$ cat src/rtl/tic_tac_toe_pkg.sv
// Shared definitions for the tic-tac-toe game: cell encoding, game status
// codes, player identities and the table of the eight winning lines.
package tic_tac_toe_pkg;

  typedef enum logic [1:0] {
    CELL_EMPTY = 2'b00,
    CELL_A     = 2'b01,
    CELL_B     = 2'b10
  } cell_e;

  typedef enum logic [1:0] {
    DRAW        = 2'b00,
    A_WINS      = 2'b01,
    B_WINS      = 2'b10,
    IN_PROGRESS = 2'b11
  } status_e;

  localparam logic PLAYER_A = 1'b1;
  localparam logic PLAYER_B = 1'b0;

  localparam int NUM_CELLS    = 9;
  localparam int NUM_LINES    = 8;
  localparam int MAX_POSITION = 8;
  localparam int BOARD_W      = 2 * NUM_CELLS;

  // Rows, then columns, then the two diagonals, as row-major cell indices.
  localparam int WIN_LINES [NUM_LINES][3] = '{
    '{0, 1, 2}, '{3, 4, 5}, '{6, 7, 8},
    '{0, 3, 6}, '{1, 4, 7}, '{2, 5, 8},
    '{0, 4, 8}, '{2, 4, 6}
  };

  // Extracts the 2-bit mark of one cell from the packed board.
  function automatic logic [1:0] cellAt(input logic [BOARD_W-1:0] board, input int idx);
    return board[2*idx +: 2];
  endfunction

endpackage

$ cat src/rtl/tic_tac_toe_win_check.sv
// Pure combinational evaluation of a board: reports whether player A or
// player B owns a complete line and whether every cell is occupied.
module tic_tac_toe_win_check
  import tic_tac_toe_pkg::*;
(
  input  logic [BOARD_W-1:0] board_i,
  output logic               aWin_o,
  output logic               bWin_o,
  output logic               full_o
);

  // Scan all eight lines for three matching marks, and all cells for a gap.
  always_comb begin
    aWin_o = 1'b0;
    bWin_o = 1'b0;
    full_o = 1'b1;
    for (int l = 0; l < NUM_LINES; l++) begin
      if (cellAt(board_i, WIN_LINES[l][0]) == CELL_A &&
          cellAt(board_i, WIN_LINES[l][1]) == CELL_A &&
          cellAt(board_i, WIN_LINES[l][2]) == CELL_A) begin
        aWin_o = 1'b1;
      end
      if (cellAt(board_i, WIN_LINES[l][0]) == CELL_B &&
          cellAt(board_i, WIN_LINES[l][1]) == CELL_B &&
          cellAt(board_i, WIN_LINES[l][2]) == CELL_B) begin
        bWin_o = 1'b1;
      end
    end
    for (int i = 0; i < NUM_CELLS; i++) begin
      if (cellAt(board_i, i) == CELL_EMPTY) begin
        full_o = 1'b0;
      end
    end
  end

endmodule

$ cat src/rtl/tic_tac_toe.sv
// Tic-tac-toe referee. Every non-reset clock edge is a move attempt; legal
// moves are written to the board and the resulting status is registered on
// the same edge. A move that ends the game leaves current_turn on the mover,
// and from then on the whole game state is frozen until reset.
module tic_tac_toe (
  input  logic       clk,
  input  logic       reset,
  input  logic [3:0] position,
  input  logic       player_select,
  output logic       current_turn,
  output logic [1:0] game_status
);

  import tic_tac_toe_pkg::*;

  logic [BOARD_W-1:0] board_q;
  logic [BOARD_W-1:0] board_d;
  logic               turn_q;
  logic               turn_d;
  status_e            status_q;
  status_e            status_d;

  logic               cellFree;
  logic               moveOk;
  cell_e              moverMark;
  logic               aWin;
  logic               bWin;
  logic               boardFull;

  // Decide whether the attempted move is legal and build the resulting board.
  always_comb begin
    cellFree = 1'b0;
    for (int i = 0; i < NUM_CELLS; i++) begin
      if (position == 4'(i)) begin
        cellFree = (cellAt(board_q, i) == CELL_EMPTY);
      end
    end
    moveOk = (status_q == IN_PROGRESS) &&
             (position <= 4'(MAX_POSITION)) &&
             cellFree &&
             (player_select == turn_q);
    moverMark = (player_select == PLAYER_A) ? CELL_A : CELL_B;
    board_d = board_q;
    for (int i = 0; i < NUM_CELLS; i++) begin
      if (moveOk && position == 4'(i)) begin
        board_d[2*i +: 2] = moverMark;
      end
    end
  end

  tic_tac_toe_win_check winCheck (
    .board_i (board_d),
    .aWin_o  (aWin),
    .bWin_o  (bWin),
    .full_o  (boardFull)
  );

  // Status follows the board including this edge's move; a win beats a full board.
  always_comb begin
    status_d = status_q;
    turn_d   = turn_q;
    if (moveOk) begin
      if (aWin) begin
        status_d = A_WINS;
      end else if (bWin) begin
        status_d = B_WINS;
      end else if (boardFull) begin
        status_d = DRAW;
      end else begin
        turn_d = ~turn_q;
      end
    end
  end

  // Game state registers; reset wins over any move on the same edge.
  always_ff @(posedge clk) begin
    if (reset) begin
      board_q  <= '0;
      turn_q   <= PLAYER_A;
      status_q <= IN_PROGRESS;
    end else begin
      board_q  <= board_d;
      turn_q   <= turn_d;
      status_q <= status_d;
    end
  end

  assign current_turn = turn_q;
  assign game_status  = status_q;

endmodule

$ cat config.mk
export PLATFORM = sky130hd
export DESIGN_NAME = tic_tac_toe
export DESIGN_NICKNAME = d
export VERILOG_FILES = /design/src/rtl/tic_tac_toe_pkg.sv /design/src/rtl/tic_tac_toe_win_check.sv /design/src/rtl/tic_tac_toe.sv
export SDC_FILE = /design/constraint.sdc
export NUM_CORES = 1
export LEC_CHECK = 0
export CORE_UTILIZATION = 59
export CTS_CLUSTER_DIAMETER = 150
export DETAILED_ROUTE_END_ITERATION = 12
export PLACE_DENSITY = 0.75
export SLEW_MARGIN = 10
export SYNTH_ARGS = -nofsm -noshare
export SYNTH_HDL_FRONTEND = slang
export SYNTH_SLANG_ARGS = --single-unit
$ cat constraint.sdc
create_clock -name clk -period 3.8 [get_ports clk]
set_clock_uncertainty 0.15 [all_clocks]
set_input_delay 0.38 -clock clk [delete_from_list [all_inputs] [get_ports clk]]
set_output_delay 0.38 -clock clk [all_outputs]
set_load 0.02 [all_outputs]
==> results.tsv <==
stage	metric	value	unit
status	status	complete, no violations	
cells_and_area	fraction of layout cells with a size suffix above 1	15.49	%
placement	Port Buffer Count	9	
critical_path	CP max FO	9	
drt	vias post-DR	1623	
pwr	Pleak	0.0006529	µW
yosys	Syn. warnings	0	
yosys	cell taking the most area after synthesis	dfxtp_1	
clock_network	clock slew seen by the registers of the worst setup and hold paths	0.12	ns
grt	initial antenna violation count	0	
sta	final setup violation count	0	
drt	DR vias/cell	6.679	
yosys	count leader, synth	nor2_1	
sta	relative slew slack	48.31	%
sta	fin. max-slew vios	0	
critical_path	Critical Path AT	3.58	ns
critical_path	worst reg2reg startpoint	current_turn	
sta	worst slew pin tran	0.7730	ns
critical_path	Worst path slowest cell	clkdlybuf4s50_1	
critical_path	FF-to-FF setup slack	0.79	ns
yosys	synth unique cells	59	
yosys	total nets after synthesis	206	
sta	setup ws final	0.3335	ns
critical_path	Reg2Reg Depth	10	
grt	vias in the first global route	1400	
placement	HPWL after DPL	3222	µm
hold_path	Hold Startpoint	game_status[1]	
critical_path	WS Path Type	input port to register	
clock_network	# Post-CTS Setup Buffers	0	
yosys	share of the synthesized area in the top cell type	26.29	%
yosys	XOR/XNOR Fraction of Synth Area	1.565	%
yosys	Most used DFF post-synth	dfxtp_1	
yosys	syn_area_per_cell	8.035	µm²
clock_network	Post-CTS Resized	0	
clock_network	Longest Clk Path Bufs	2	
hold_path	hold path cells	1	
cells_and_area	synth-to-layout area growth	9.781	%
sta	final period utilization	91.22	%
pwr	PD cells	245.6	mW/mm²
yosys	Synth Area in Compound Gates	30.83	%
grt	largest net degree at the start of global routing	23	
cells_and_area	fin util	69.59	%
yosys	Post-synth ARST share	0	%
drt	WL/cell	17.13	µm
drt	DR WL met3	461	µm
yosys	Post-Synthesis Cells	199	
yosys	simple-gate portion of the synthesized area	33.10	%
yosys	sequential fraction of the synthesis area	26.29	%
yosys	largest family of logic cells by synthesized area	simple AND/OR/NAND/NOR gates	
floorplan	die width	54.06	µm
sta	Tmin final	3.466	ns
yosys	fraction of the mapped netlist area in adder cells	0	%
cells_and_area	ANT cells	0	
drt	Routed Antenna Nets	0	
yosys	mux cell area share after synthesis	1.252	%
critical_path	Worst path max stage delay	0.63	ns
cells_and_area	fin nets	221	
clock_network	Max H-tree Level	1	
clock_network	Skew-Pair Late Insertion Delay	0.32	ns
grt	global route overflow	0	
floorplan	Core Rows	18	
placement	pre-CTS WS	0.04635	ns
critical_path	combined buffer and inverter count along the critical path	2	
yosys	EDFF count, synth	0	
critical_path	most frequent CP cell	mux2i_1	
hold_path	Hold WC Path Type	register to register	
drt	Top Layer Used	met4	
drt	DRT iter0 DRCs	102	
critical_path	CP Cell Sequence	clkdlybuf4s50_1 > nor3b_2 > buf_4 > nand4b_1 > a21oi_1 > mux2i_1 > nand2b_1 > o211ai_1 > o211a_1 > or4_4 > nor3_2 > mux2i_1	
critical_path	crit path launch	position[2]	
yosys	Mapped Area	0.001599	mm²
drt	DRC viols	0	
cells_and_area	fill cell count	223	
floorplan	Die Span Y	54.06	µm
pwr	worst vdd ir	0.0002498	V
yosys	FF+latch count, synth	21	
grt	overall routing resource usage	31.57	%
floorplan	Core Region	0.002522	mm²
floorplan	initial core utilization	63.39	%
clock_network	Hold Buf Count CTS	0	
clock_network	TritonCTS buffer count	3	
clock_network	TritonCTS Sinks	21	
pwr	Tot Pwr	431.2	µW
drt	drt pass-1 iters	4	
critical_path	capturing point of the worst reg2reg path	game_status[1]	
sta	Fin. Hold Viols	0	
clock_network	root buf cell	clkbuf_4	
placement	GP Congestion	1.066	
yosys	top cells by count, synth	nor2_1 (30), dfxtp_1 (21), a21oi_1 (14), nand2_1 (14), nor3_1 (11)	
critical_path	crit end category	register	
floorplan	DIE AREA	0.002922	mm²
critical_path	CP Launch Type	input port	
sta	FMAX	0.2885	GHz
sta	Hold WS	0.3543	ns
grt	first-pass GRT wire length	6375	µm
yosys	Area contributors post-synth	dfxtp_1 (26%), nor2_1 (7.0%), a21oi_1 (4.4%)	
critical_path	delay-heaviest family, CP	simple AND/OR/NAND/NOR gates	
drt	total length of routed met2 wires	1856	µm
floorplan	top-level I/O count	10	
sta	setup total negative slack	0	ns
hold_path	WHS Endpoint	game_status[1]	
run	max_cap viols	0	
sta	RSZ-0062 raised after global routing	no	
drt	met1 wire length	1746	µm
critical_path	CP Data Required Time	3.91	ns
drt	final wirelength	4162	µm
clock_network	CTS tree	done	
==> worst max path at each step <==
| stage | endpoint | cells past startpoint |
|---|---|---|
| detailed placement | current_turn | 11 |
| CTS | current_turn | 11 |
| global route | current_turn | 12 |
| global placement | current_turn | 12 |
| floorplan | current_turn | 12 |
| finish | current_turn | 12 |
==> where the power goes <==
group          switching [µW]  total (µW)  internal [µW]
Sequential               3.49         226            223
Clock                    75.3         115           39.5
Combinational            54.1        89.9           35.8
==> per-layer routing <==
layer  up-vias  track usage [%]
li1        772                -
met3        13            5.650
met2        89            51.03
met4         0            12.82
met5         -                0
met1       749            41.01
==> cells in the final DEF (no fill, tap or decap), types with 3 or more instances in the layout <==
cell / instances
nor2_1: 30
dfxtp_1: 21
nand2_1: 14
a21oi_1: 14
nor3_1: 11
inv_1: 10
buf_4: 10
clkdlybuf4s50_1: 9
a31oi_1: 8
o21ai_0: 5
a211o_1: 5
and2_1: 4
o22ai_1: 4
nand3_1: 3
a22o_1: 3
a21boi_0: 3
clkbuf_4: 3
==> stage by stage <==
step,area [µm²],instances
after floorplan,1599,199
after global placement,1728,239
after detailed placement,1728,239
after CTS,1755,243
after global routing,1755,243
final,1755,243
==> cell families (layout without fill, tap and decap cells) <==
family | Yosys count | after routing
mux | 2 | 2
flops | 21 | 21
simple gates | 89 | 89
compound gates | 66 | 66
xor+xnor | 2 | 2
buf+inv | 19 | 33
==> cell type report <==
type                    instances  area, µm²  share of cell area (%)
clock buffers                   3      22.52                   1.283
inverters                      10      37.54                   2.138
repair buffers                 19      165.2                   9.408
flip-flops and latches         21      420.4                   23.95
well taps                      30      37.54                   2.138
clock inverters                 1      5.005                  0.2851
multi-input cells             159       1067                   60.80
==> registers in the layout, summed over array words and instances, names as in the netlist <==
| register | cells |
|---|---|
| board_q | 18 |
| game_status | 2 |
| current_turn | 1 |
No activity file was read; power rests on OpenSTA's default activity.
==> variant, RTL diff (same settings) <==
The package constant `NUM_CELLS` goes from 9 to 18.
--- a/src/rtl/tic_tac_toe_pkg.sv
+++ b/src/rtl/tic_tac_toe_pkg.sv
@@ -19,5 +19,5 @@
   localparam logic PLAYER_B = 1'b0;
 
-  localparam int NUM_CELLS    = 9;
+  localparam int NUM_CELLS    = 18;
   localparam int NUM_LINES    = 8;
   localparam int MAX_POSITION = 8;
Behaviour: same outputs for any inputs over 4 cycles, from zero or initial values and one cycle with reset high; that may be too few to reach the edited logic, so the function may still have changed.
==> variant against the original RTL <==
  * Count of clock-buffer cells in the layout is 2 higher
  * Largest cell class unchanged
  * Sequential share of layout area is 7.9 points higher
  * Sequential power is 85% higher
  * Critical path depth is 1 lower
  * Routed wire length is 46% higher
  * Fmax is 0.63% higher
  * Design area is 40% higher
  * Area after synthesis is 35% higher
  * Clock power is 150% higher
  * Power is 94% higher
  * Worst setup slack better by 0.022 ns
  * Sequential cell count is 18 higher
==> variant: results (changes against the original RTL) <==
[synth]
syn_nets=281  ; +36%
syn_inst=274  ; +38%
synth.distinct_cells=57  ; -3.4%
synth-seq-area-share_pct=36.1  ; +9.8 points
synth_area_leaders=dfxtp_1 (36%), nor2_1 (6.6%), nor2b_1 (5.5%)
synthTopCellsByCount=dfxtp_1 (39), nor2_1 (38), a21oi_1 (22)

[cells_and_area]
nets=300  ; +36%
nFillCells=276  ; +24%
largest_register_ffs=36  ; +18
finalNonFillerCells=340  ; +40%

[drt]
via_per_inst=6.58  ; -1.4%
wl_per_cell_um=17.9  ; +4.3%

[power_and_ir_drop]
p_int_uw=600  ; +100%
vdd_drop_max_v=0.000498  ; +99%

[status]
status=finished clean

[hold_path]
min_path_cells=2  ; +1

[cts]
htree_levels=2  ; +1
worstSkewPairLatency_ns=0.35  ; +0.03 ns
numCtsBuffers=5  ; +2

[worst_setup_path]
critical_path_peak_fanout=6  ; -3
slowest_stage=or4b_1

[global_routing]
met1_usage_pct=46.3  ; +5.3 points
grt_pass1_vias=1990  ; +42%
track_usage_pct=32.7  ; +1.1 points
grt_pass1_wl_mm=9.83  ; +54%

[timing]
maxSlewHeadroom_pct=40.9  ; -7.5 points

[placement]
globalplace.congestion=1.03  ; -3.9%
dp_cells=332  ; +39%
postPlaceCellArea_sq_mm=0.00237  ; +37%

==> variant: cell count changes in the layout (fill, tap and decap cells not counted), moves of 5 or more <==
cell and delta:
a31oi_1 -5, a211o_1 -5, dfxtp_1 +18, buf_4 +8
a21oi_1 +8, nor2_1 +8, nor2b_1 +17, nand2b_1 +5
o21ai_0 +9
==> variant: final timing paths <==
kind	startpoint	end	slack, ns
worst min-delay path	board_q[32]	board_q[32]	0.33
worst max register to register	current_turn	game_status[1]	0.68
worst max-delay path	position[3]	game_status[0]	0.36
worst min register to register	board_q[32]	board_q[32]	0.33
==> variant: layout make-up <==
cell class	instances	area (sq um)	share of cell area, %
Clock buffer	5	37.5	1.53
Tap cell	46	57.6	2.35
Sequential cell	39	781	31.9
Clock inverter	3	43.8	1.79
Multi-Input combinational cell	212	1270	52.0
Timing Repair Buffer	27	225	9.19
Inverter	8	30.0	1.23
==> variant: power by group through the flow <==
stage	logic, mW	registers (mW)	clock network, mW
after floorplan	0.0829	0.428	0
after global placement	0.126	0.427	0
after detailed placement	0.127	0.427	0
after CTS	0.127	0.418	0.288
after global routing	0.141	0.419	0.306
final	0.131	0.418	0.285
==> variant: per-layer routing <==
layer,vias to the layer above,part of all wire [%]
li1,1058,-
met2,143,43
met1,1020,45
met5,-,0
met4,0,2.1
met3,17,10
==> variant: cell families (layout without fill, tap and decap cells) <==
| group | Yosys count | count (layout) | share of synthesized area [%] |
|---|---|---|---|
| AO/OA/AOI/OAI | 82 | 82 | 25.8 |
| XOR/XNOR | 1 | 1 | 0.405 |
| buffers and inverters | 23 | 43 | 4.86 |
| flip-flops | 39 | 39 | 36.1 |
| multiplexers | 1 | 1 | 0.463 |
| AND/OR/NAND/NOR | 128 | 128 | 32.3 |
